`src/rtl/alu_chain_sequencer_if.sv`:
```
`default_nettype none
// ============================================================================
// Module      : alu_chain_sequencer_if
// Description : Command, operand, result, status and ALU-side signals of the
//               multi-word ALU chain sequencer.
// Revision    : 1.0 - initial release
// ============================================================================
interface alu_chain_sequencer_if #(
    parameter int WC_WIDTH = 3
);
    logic                cmd_valid;
    logic                cmd_ready;
    logic [1:0]          cmd_op;
    logic [WC_WIDTH-1:0] cmd_words;
    logic                cmd_carry_in;

    logic                opd_valid;
    logic                opd_ready;
    logic [15:0]         opd_a;
    logic [15:0]         opd_b;

    logic                res_valid;
    logic                res_ready;
    logic [15:0]         res_data;
    logic                res_last;

    logic                done;
    logic                flag_carry;
    logic                flag_overflow;
    logic                flag_zero;
    logic                flag_negative;

    logic [15:0]         alu_a;
    logic [15:0]         alu_b;
    logic [4:0]          alu_code;
    logic                alu_carry_in;
    logic [15:0]         alu_result;
    logic                alu_carry_out;

    modport slave (
        input  cmd_valid, cmd_op, cmd_words, cmd_carry_in,
        input  opd_valid, opd_a, opd_b,
        input  res_ready,
        input  alu_result, alu_carry_out,
        output cmd_ready, opd_ready,
        output res_valid, res_data, res_last,
        output done, flag_carry, flag_overflow, flag_zero, flag_negative,
        output alu_a, alu_b, alu_code, alu_carry_in
    );

    modport master (
        output cmd_valid, cmd_op, cmd_words, cmd_carry_in,
        output opd_valid, opd_a, opd_b,
        output res_ready,
        output alu_result, alu_carry_out,
        input  cmd_ready, opd_ready,
        input  res_valid, res_data, res_last,
        input  done, flag_carry, flag_overflow, flag_zero, flag_negative,
        input  alu_a, alu_b, alu_code, alu_carry_in
    );
endinterface
`default_nettype wire

```
`src/rtl/alu_chain_sequencer.sv`:
```
`default_nettype none
// ============================================================================
// Module      : alu_chain_sequencer
// Description : Drives an external 16-bit ALU through 16xN-bit add/subtract,
//               chaining carry word to word and streaming registered results.
// Revision    : 1.0 - initial release
// ============================================================================
module alu_chain_sequencer #(
    parameter int MAX_WORDS = 4,
    parameter int WC_WIDTH  = 3
) (
    input wire                   clock,
    input wire                   reset_n,
    alu_chain_sequencer_if.slave bus
);
    localparam logic [1:0] c_ST_IDLE  = 2'd0;
    localparam logic [1:0] c_ST_RUN   = 2'd1;
    localparam logic [1:0] c_ST_DRAIN = 2'd2;
    localparam logic [1:0] c_ST_DONE  = 2'd3;

    localparam logic [4:0] c_CODE_ADD  = 5'h0A;
    localparam logic [4:0] c_CODE_SUB  = 5'h0C;
    localparam logic [4:0] c_CODE_NONE = 5'h00;

    localparam logic [WC_WIDTH-1:0] c_WC_ONE = WC_WIDTH'(1);
    localparam logic [WC_WIDTH-1:0] c_WC_MAX = WC_WIDTH'(MAX_WORDS);

    logic [1:0]          r_state;
    logic [1:0]          w_next_state;
    logic [1:0]          r_op;
    logic [WC_WIDTH-1:0] r_words;
    logic [WC_WIDTH-1:0] r_idx;
    logic                r_carry;
    logic                r_zero_acc;
    logic [15:0]         r_res_data;
    logic                r_res_valid;
    logic                r_res_last;
    logic                r_flag_carry;
    logic                r_flag_overflow;
    logic                r_flag_zero;
    logic                r_flag_negative;

    logic                w_cmd_acc;
    logic                w_opd_ready;
    logic                w_opd_acc;
    logic                w_res_drain;
    logic                w_last_word;
    logic                w_overflow;
    logic                w_result_zero;
    logic [WC_WIDTH-1:0] w_words_clamped;

    assign w_cmd_acc     = bus.cmd_valid & (r_state == c_ST_IDLE);
    assign w_opd_ready   = (r_state == c_ST_RUN) & (~r_res_valid | bus.res_ready);
    assign w_opd_acc     = w_opd_ready & bus.opd_valid;
    assign w_res_drain   = r_res_valid & bus.res_ready;
    assign w_last_word   = (r_idx == (r_words - c_WC_ONE));
    assign w_result_zero = (bus.alu_result == 16'h0000);

    always_comb begin
        w_words_clamped = bus.cmd_words;
        if (bus.cmd_words == '0) begin
            w_words_clamped = c_WC_ONE;
        end else if (bus.cmd_words > c_WC_MAX) begin
            w_words_clamped = c_WC_MAX;
        end
    end

    // Subtraction is B - A, so B's sign is the reference for signed overflow.
    always_comb begin
        w_overflow = 1'b0;
        case (r_op)
            2'b00:   w_overflow = bus.alu_carry_out;
            2'b01:   w_overflow = ~(bus.opd_a[15] ^ bus.opd_b[15]) &
                                   (bus.opd_b[15] ^ bus.alu_result[15]);
            2'b10:   w_overflow = ~bus.alu_carry_out;
            default: w_overflow =  (bus.opd_a[15] ^ bus.opd_b[15]) &
                                   (bus.opd_b[15] ^ bus.alu_result[15]);
        endcase
    end

    always_ff @(posedge clock or negedge reset_n) begin
        if (!reset_n) begin
            r_state <= c_ST_IDLE;
        end else begin
            r_state <= w_next_state;
        end
    end

    always_comb begin
        w_next_state = r_state;
        case (r_state)
            c_ST_IDLE:  if (w_cmd_acc) w_next_state = c_ST_RUN;
            c_ST_RUN:   if (w_opd_acc && w_last_word) w_next_state = c_ST_DRAIN;
            c_ST_DRAIN: if (w_res_drain) w_next_state = c_ST_DONE;
            c_ST_DONE:  w_next_state = c_ST_IDLE;
            default:    w_next_state = c_ST_IDLE;
        endcase
    end

    // Only the final word uses the signed codes, so intermediate words never
    // raise signed status inside the ALU.
    always_comb begin
        bus.cmd_ready    = 1'b0;
        bus.opd_ready    = 1'b0;
        bus.done         = 1'b0;
        bus.alu_code     = c_CODE_NONE;
        bus.alu_carry_in = 1'b0;
        case (r_state)
            c_ST_IDLE: bus.cmd_ready = 1'b1;
            c_ST_RUN: begin
                bus.opd_ready    = w_opd_ready;
                bus.alu_carry_in = r_carry;
                if (w_last_word) begin
                    bus.alu_code = c_CODE_ADD + {3'b000, r_op};
                end else begin
                    bus.alu_code = r_op[1] ? c_CODE_SUB : c_CODE_ADD;
                end
            end
            c_ST_DONE: bus.done = 1'b1;
            default: ;
        endcase
    end

    always_ff @(posedge clock or negedge reset_n) begin
        if (!reset_n) begin
            r_op            <= 2'b00;
            r_words         <= '0;
            r_idx           <= '0;
            r_carry         <= 1'b0;
            r_zero_acc      <= 1'b0;
            r_res_data      <= 16'h0000;
            r_res_valid     <= 1'b0;
            r_res_last      <= 1'b0;
            r_flag_carry    <= 1'b0;
            r_flag_overflow <= 1'b0;
            r_flag_zero     <= 1'b0;
            r_flag_negative <= 1'b0;
        end else begin
            if (w_cmd_acc) begin
                r_op            <= bus.cmd_op;
                r_words         <= w_words_clamped;
                r_idx           <= '0;
                r_carry         <= bus.cmd_op[1] ? 1'b1 : bus.cmd_carry_in;
                r_zero_acc      <= 1'b1;
                r_flag_carry    <= 1'b0;
                r_flag_overflow <= 1'b0;
                r_flag_zero     <= 1'b0;
                r_flag_negative <= 1'b0;
            end
            if (w_opd_acc) begin
                r_res_data  <= bus.alu_result;
                r_res_valid <= 1'b1;
                r_res_last  <= w_last_word;
                r_carry     <= bus.alu_carry_out;
                r_zero_acc  <= r_zero_acc & w_result_zero;
                r_idx       <= r_idx + c_WC_ONE;
                if (w_last_word) begin
                    r_flag_carry    <= bus.alu_carry_out;
                    r_flag_overflow <= w_overflow;
                    r_flag_zero     <= r_zero_acc & w_result_zero;
                    r_flag_negative <= bus.alu_result[15];
                end
            end else if (w_res_drain) begin
                r_res_valid <= 1'b0;
            end
        end
    end

    assign bus.alu_a         = bus.opd_a;
    assign bus.alu_b         = bus.opd_b;
    assign bus.res_valid     = r_res_valid;
    assign bus.res_data      = r_res_data;
    assign bus.res_last      = r_res_last;
    assign bus.flag_carry    = r_flag_carry;
    assign bus.flag_overflow = r_flag_overflow;
    assign bus.flag_zero     = r_flag_zero;
    assign bus.flag_negative = r_flag_negative;

endmodule
`default_nettype wire

```
`src/flat_wrapper.sv`:
```
// flat-port wrapper written by rule: the top's interface ports become plain ports
module alu_chain_sequencer_flat 
#(
    parameter int MAX_WORDS = 4,
    parameter int WC_WIDTH  = 3
)
  (clock, reset_n, bus_cmd_valid, bus_cmd_op, bus_cmd_words, bus_cmd_carry_in, bus_opd_valid, bus_opd_a, bus_opd_b, bus_res_ready, bus_alu_result, bus_alu_carry_out, bus_cmd_ready, bus_opd_ready, bus_res_valid, bus_res_data, bus_res_last, bus_done, bus_flag_carry, bus_flag_overflow, bus_flag_zero, bus_flag_negative, bus_alu_a, bus_alu_b, bus_alu_code, bus_alu_carry_in);
  alu_chain_sequencer_if #(.WC_WIDTH(WC_WIDTH)) bus_i ();
  input wire clock;
  input wire reset_n;
  input wire logic [$bits(bus_i.cmd_valid)-1:0] bus_cmd_valid;
  input wire logic [$bits(bus_i.cmd_op)-1:0] bus_cmd_op;
  input wire logic [$bits(bus_i.cmd_words)-1:0] bus_cmd_words;
  input wire logic [$bits(bus_i.cmd_carry_in)-1:0] bus_cmd_carry_in;
  input wire logic [$bits(bus_i.opd_valid)-1:0] bus_opd_valid;
  input wire logic [$bits(bus_i.opd_a)-1:0] bus_opd_a;
  input wire logic [$bits(bus_i.opd_b)-1:0] bus_opd_b;
  input wire logic [$bits(bus_i.res_ready)-1:0] bus_res_ready;
  input wire logic [$bits(bus_i.alu_result)-1:0] bus_alu_result;
  input wire logic [$bits(bus_i.alu_carry_out)-1:0] bus_alu_carry_out;
  output wire logic [$bits(bus_i.cmd_ready)-1:0] bus_cmd_ready;
  output wire logic [$bits(bus_i.opd_ready)-1:0] bus_opd_ready;
  output wire logic [$bits(bus_i.res_valid)-1:0] bus_res_valid;
  output wire logic [$bits(bus_i.res_data)-1:0] bus_res_data;
  output wire logic [$bits(bus_i.res_last)-1:0] bus_res_last;
  output wire logic [$bits(bus_i.done)-1:0] bus_done;
  output wire logic [$bits(bus_i.flag_carry)-1:0] bus_flag_carry;
  output wire logic [$bits(bus_i.flag_overflow)-1:0] bus_flag_overflow;
  output wire logic [$bits(bus_i.flag_zero)-1:0] bus_flag_zero;
  output wire logic [$bits(bus_i.flag_negative)-1:0] bus_flag_negative;
  output wire logic [$bits(bus_i.alu_a)-1:0] bus_alu_a;
  output wire logic [$bits(bus_i.alu_b)-1:0] bus_alu_b;
  output wire logic [$bits(bus_i.alu_code)-1:0] bus_alu_code;
  output wire logic [$bits(bus_i.alu_carry_in)-1:0] bus_alu_carry_in;
  assign bus_i.cmd_valid = bus_cmd_valid;
  assign bus_i.cmd_op = bus_cmd_op;
  assign bus_i.cmd_words = bus_cmd_words;
  assign bus_i.cmd_carry_in = bus_cmd_carry_in;
  assign bus_i.opd_valid = bus_opd_valid;
  assign bus_i.opd_a = bus_opd_a;
  assign bus_i.opd_b = bus_opd_b;
  assign bus_i.res_ready = bus_res_ready;
  assign bus_i.alu_result = bus_alu_result;
  assign bus_i.alu_carry_out = bus_alu_carry_out;
  assign bus_cmd_ready = bus_i.cmd_ready;
  assign bus_opd_ready = bus_i.opd_ready;
  assign bus_res_valid = bus_i.res_valid;
  assign bus_res_data = bus_i.res_data;
  assign bus_res_last = bus_i.res_last;
  assign bus_done = bus_i.done;
  assign bus_flag_carry = bus_i.flag_carry;
  assign bus_flag_overflow = bus_i.flag_overflow;
  assign bus_flag_zero = bus_i.flag_zero;
  assign bus_flag_negative = bus_i.flag_negative;
  assign bus_alu_a = bus_i.alu_a;
  assign bus_alu_b = bus_i.alu_b;
  assign bus_alu_code = bus_i.alu_code;
  assign bus_alu_carry_in = bus_i.alu_carry_in;
  alu_chain_sequencer #(.MAX_WORDS(MAX_WORDS), .WC_WIDTH(WC_WIDTH)) u_core (.clock(clock), .reset_n(reset_n), .bus(bus_i));
endmodule
```
`config.mk`:
```
export PLATFORM = sky130hd
export DESIGN_NAME = alu_chain_sequencer_flat
export DESIGN_NICKNAME = d
export VERILOG_FILES = /design/src/rtl/alu_chain_sequencer_if.sv /design/src/rtl/alu_chain_sequencer.sv /design/src/flat_wrapper.sv
export SDC_FILE = /design/constraint.sdc
export NUM_CORES = 1
export LEC_CHECK = 0
export ABC_CLOCK_PERIOD_IN_PS = 3500
export BUFFER_PORTS_ARGS = -buffer_cell sky130_fd_sc_hd__buf_2
export CAP_MARGIN = 40
export CORE_UTILIZATION = 45
export CTS_CLUSTER_SIZE = 25
export DETAILED_ROUTE_END_ITERATION = 12
export GPL_ROUTABILITY_DRIVEN = 1
export PLACE_DENSITY_LB_ADDON = 0.2
export SETUP_SLACK_MARGIN = 0.5
export SLEW_MARGIN = 20
export SYNTH_ARGS = -nofsm -noshare
export SYNTH_HDL_FRONTEND = slang
export SYNTH_SLANG_ARGS = --single-unit
```
`constraint.sdc`:
```
create_clock -name clock -period 3.5 [get_ports clock]
set_input_delay 0.525 -clock clock [delete_from_list [all_inputs] [get_ports clock]]
set_output_delay 0.525 -clock clock [all_outputs]
set_load 0.03 [all_outputs]
```
==> flow_summary.toml <==
[timing]
setup_violations = 0
period_share_pct = 63.9
worst_slew_margin_rel_pct = 51.6
fin_tns_setup_ps = 0
finalHoldViolations = 0
final.min_clock_period_ps = 2240
fin_skew_ps = 2.29
rsz0062_at_grt = "no"
slew_violations = 0
fmax_mhz = 447
finalWorstSetupSlack_ps = 1260
worst_slew_pin_slew_ps = 726

[final_layout]
drive_gt1_share_pct = 33.2
nets = 304
area_delta_synth_final_pct = 13.2
mostFrequentLayoutCells = "65 x nand2_1, 61 x buf_2, 34 x dfrtp_1"
diodes = 0
fillers = 371
final_common_cell = "nand2_1"

[grt]
grt_pass1_wl_um = 6190
antenna_found_initial = 0
grt_max_degree = 35
groute.usage.overall_pct = 19.1
grt-ovfl-total = 0
grt_pass1_vias = 1345

[yosys]
synth.top_cell.area_share_pct = 45.7
synth_nets = 272
synth_area_um2 = 1860
synth_fa_ha_area_share_pct = 4.71
synthArstFlopShare_pct = 100
synth_area_leaders = "dfrtp_1 46%, buf_4 13%, nand2_1 13%"
synth_area_leader_cell = "dfrtp_1"
synth.yosys.seq_area_share_pct = 45.7
yosys.area_share.xor_xnor_pct = 3.09
synth.avg_cell_area_um2 = 9.08
synth_cell_type_count = 34
synth_ff_type = "dfrtp_1"
synth_edf_count = 0
synth.ff_latch_count = 34
synth_top_family_by_area = "simple AND/OR/NAND/NOR gates"
synth.area.mux_share_pct = 3.70
synth_compound_area_share_pct = 5.85
yosys.area_share.simple_pct = 21.6
synth_cells = 205
yosysWarnings = 0

[power]
p_leak_nw = 1.15
switching_power_mw = 0.910
seqPwrFrac_pct = 34.0
internal_power_mw = 1.12
powerDensity_nw_per_um2 = 963
ir_drop_mv = 0.572
clockPowerShare_pct = 16.6
pwr-share-comb_pct = 49.4
p_sw_share_pct = 44.8

[critical_path]
slowest_stage = "dfrtp_1"
end_kind = "output pin"
crit_path_cell_trace = "inv_1 -> ha_1 -> xnor3_1 -> nand3_2 -> nor2_1 -> buf_2"
critPathMaxFanout = 3
slowest_delay_ps = 390
critPathLaunchType = "register"
worstSetupPathType = "reg -> out"
arrival_ps = 1710
worst_ep_required_time_ps = 2970

[place]
gp_congestion = 0.759
io_buffers = 61
dp_slack_ps = 1410
dp_hpwl_um = 2810

[route]
drt_iter0_markers = 32
drt_wl_total_um = 3840
ant_nets = 0
viasPerCell = 4.82
drt_first_pass_iters = 6
wl_per_cell_um = 13.3
drc = 0
vias = 1387

[floorplan]
fp.dieW_um = 66.3
core_area_um2 = 3970
start_util_pct = 46.8
die-height_um = 66.3
die-area_um2 = 4400
io_pins = 123
rows = 23

[cts]
htree_num_levels = 2
clock_latency_ps = 280
clock_path_buffers = 2
cts_resized = 0
postCtsSetupBuffers = 0
holdBufCountCts = 0
clock-sinks = 34
root_buffer = "clkbuf_8"
cts_tree = "done"
cts_buffers = 5
path_clk_slew_ps = 70

[flow_run]
maxCapViolations = 0

[status]
status = "finished, final reports clean"

[hold_path]
hp-class = "in -> async"
-- synth_stat cells (3+ instances only) --
| cell | number |
|---|---|
| nand2_1 | 65 |
| dfrtp_1 | 34 |
| buf_4 | 33 |
| o21ai_0 | 8 |
| ha_1 | 7 |
| a21oi_1 | 6 |
| clkbuf_1 | 5 |
| inv_1 | 4 |
| and2_1 | 3 |
| mux2_2 | 3 |
| nand2b_1 | 3 |
| nor2_1 | 3 |
| nor2b_1 | 3 |
| nor3_1 | 3 |
| xor2_1 | 3 |
-- state kept, by name, indices dropped and copies added (netlist names), 2 cells and up --
signal               count
u_core.r_words           3
u_core.r_idx             3
u_core.r_state           2
u_core.r_op              2
u_core.bus.res_data     16
-- worst max-delay path, delay by kind of cell (launching register included) --
| family | cells | cell delay [ps] |
|---|---|---|
| buf+inv | 2 | 270 |
| flops | 1 | 390 |
| simple gates | 2 | 200 |
| fa+ha+maj | 1 | 200 |
| xor+xnor | 1 | 370 |
-- power groups by stage --
stage	clock, mW	combinational, mW	sequential [mW]
finish	0.337	1.00	0.690
global route	0.363	1.10	0.711
CTS	0.344	1.01	0.690
detailed placement	0	1.01	0.690
global placement	0	0.992	0.695
floorplan	0	0.586	0.899
-- metrics by stage --
stage / hold slack (ps) / utilization (%) / cells / cell area [um2] / power (mW)
6_report: 168 / 53.1 / 288 / 2110 / 2.03
5_1_grt: 180 / 53.1 / 288 / 2110 / 2.18
4_1_cts: 335 / 52.4 / 287 / 2080 / 2.05
3_5_place_dp: 457 / 49.6 / 279 / 1970 / 1.70
3_3_place_gp: 458 / 49.6 / 279 / 1970 / 1.69
2_1_floorplan: 229 / - / 205 / 1860 / 1.48
-- cell type report --
cell class / count / area, um2 / area share, %
Clock buffer: 8 / 110 / 5.23
Tap cell: 50 / 62.6 / 2.97
Timing Repair Buffer: 63 / 340 / 16.2
Inverter: 4 / 15.0 / 0.713
Multi-Input combinational cell: 129 / 728 / 34.6
Sequential cell: 34 / 851 / 40.4
-- path summary, 6_finish.rpt --
check	start	end	slack (ps)	cells after the start
max	u_core.r_words[0]	bus_alu_code[0]	1260	6
min	reset_n	u_core.r_zero_acc	170	1
max reg2reg	u_core.r_state[1]	u_core.r_idx[2]	1440	6
min reg2reg	u_core.bus.res_data[2]	u_core.bus.res_data[2]	470	2
max in group asynchronous	reset_n	u_core.bus.flag_carry	2910	2
min in group clock	bus_alu_result[0]	u_core.bus.res_data[0]	440	3
-- routing by layer --
metal,vias to the layer above,part of all wire [%],global-route usage [%]
met4,0,2.9,8.24
met1,624,43,23.8
met5,-,0,0
li1,684,-,-
met2,61,46,28.2
met3,18,8.0,9.14
-- logic make-up after synthesis --
logic type / Yosys count
DFF: 34
buffers and inverters: 42
adders and majority gates: 7
muxes: 6
and+or+nand+nor: 91
AOI/OAI and AO/OA: 19
other: 1
xor gates and xnor gates: 5
(Power assumes the default switching activity.)
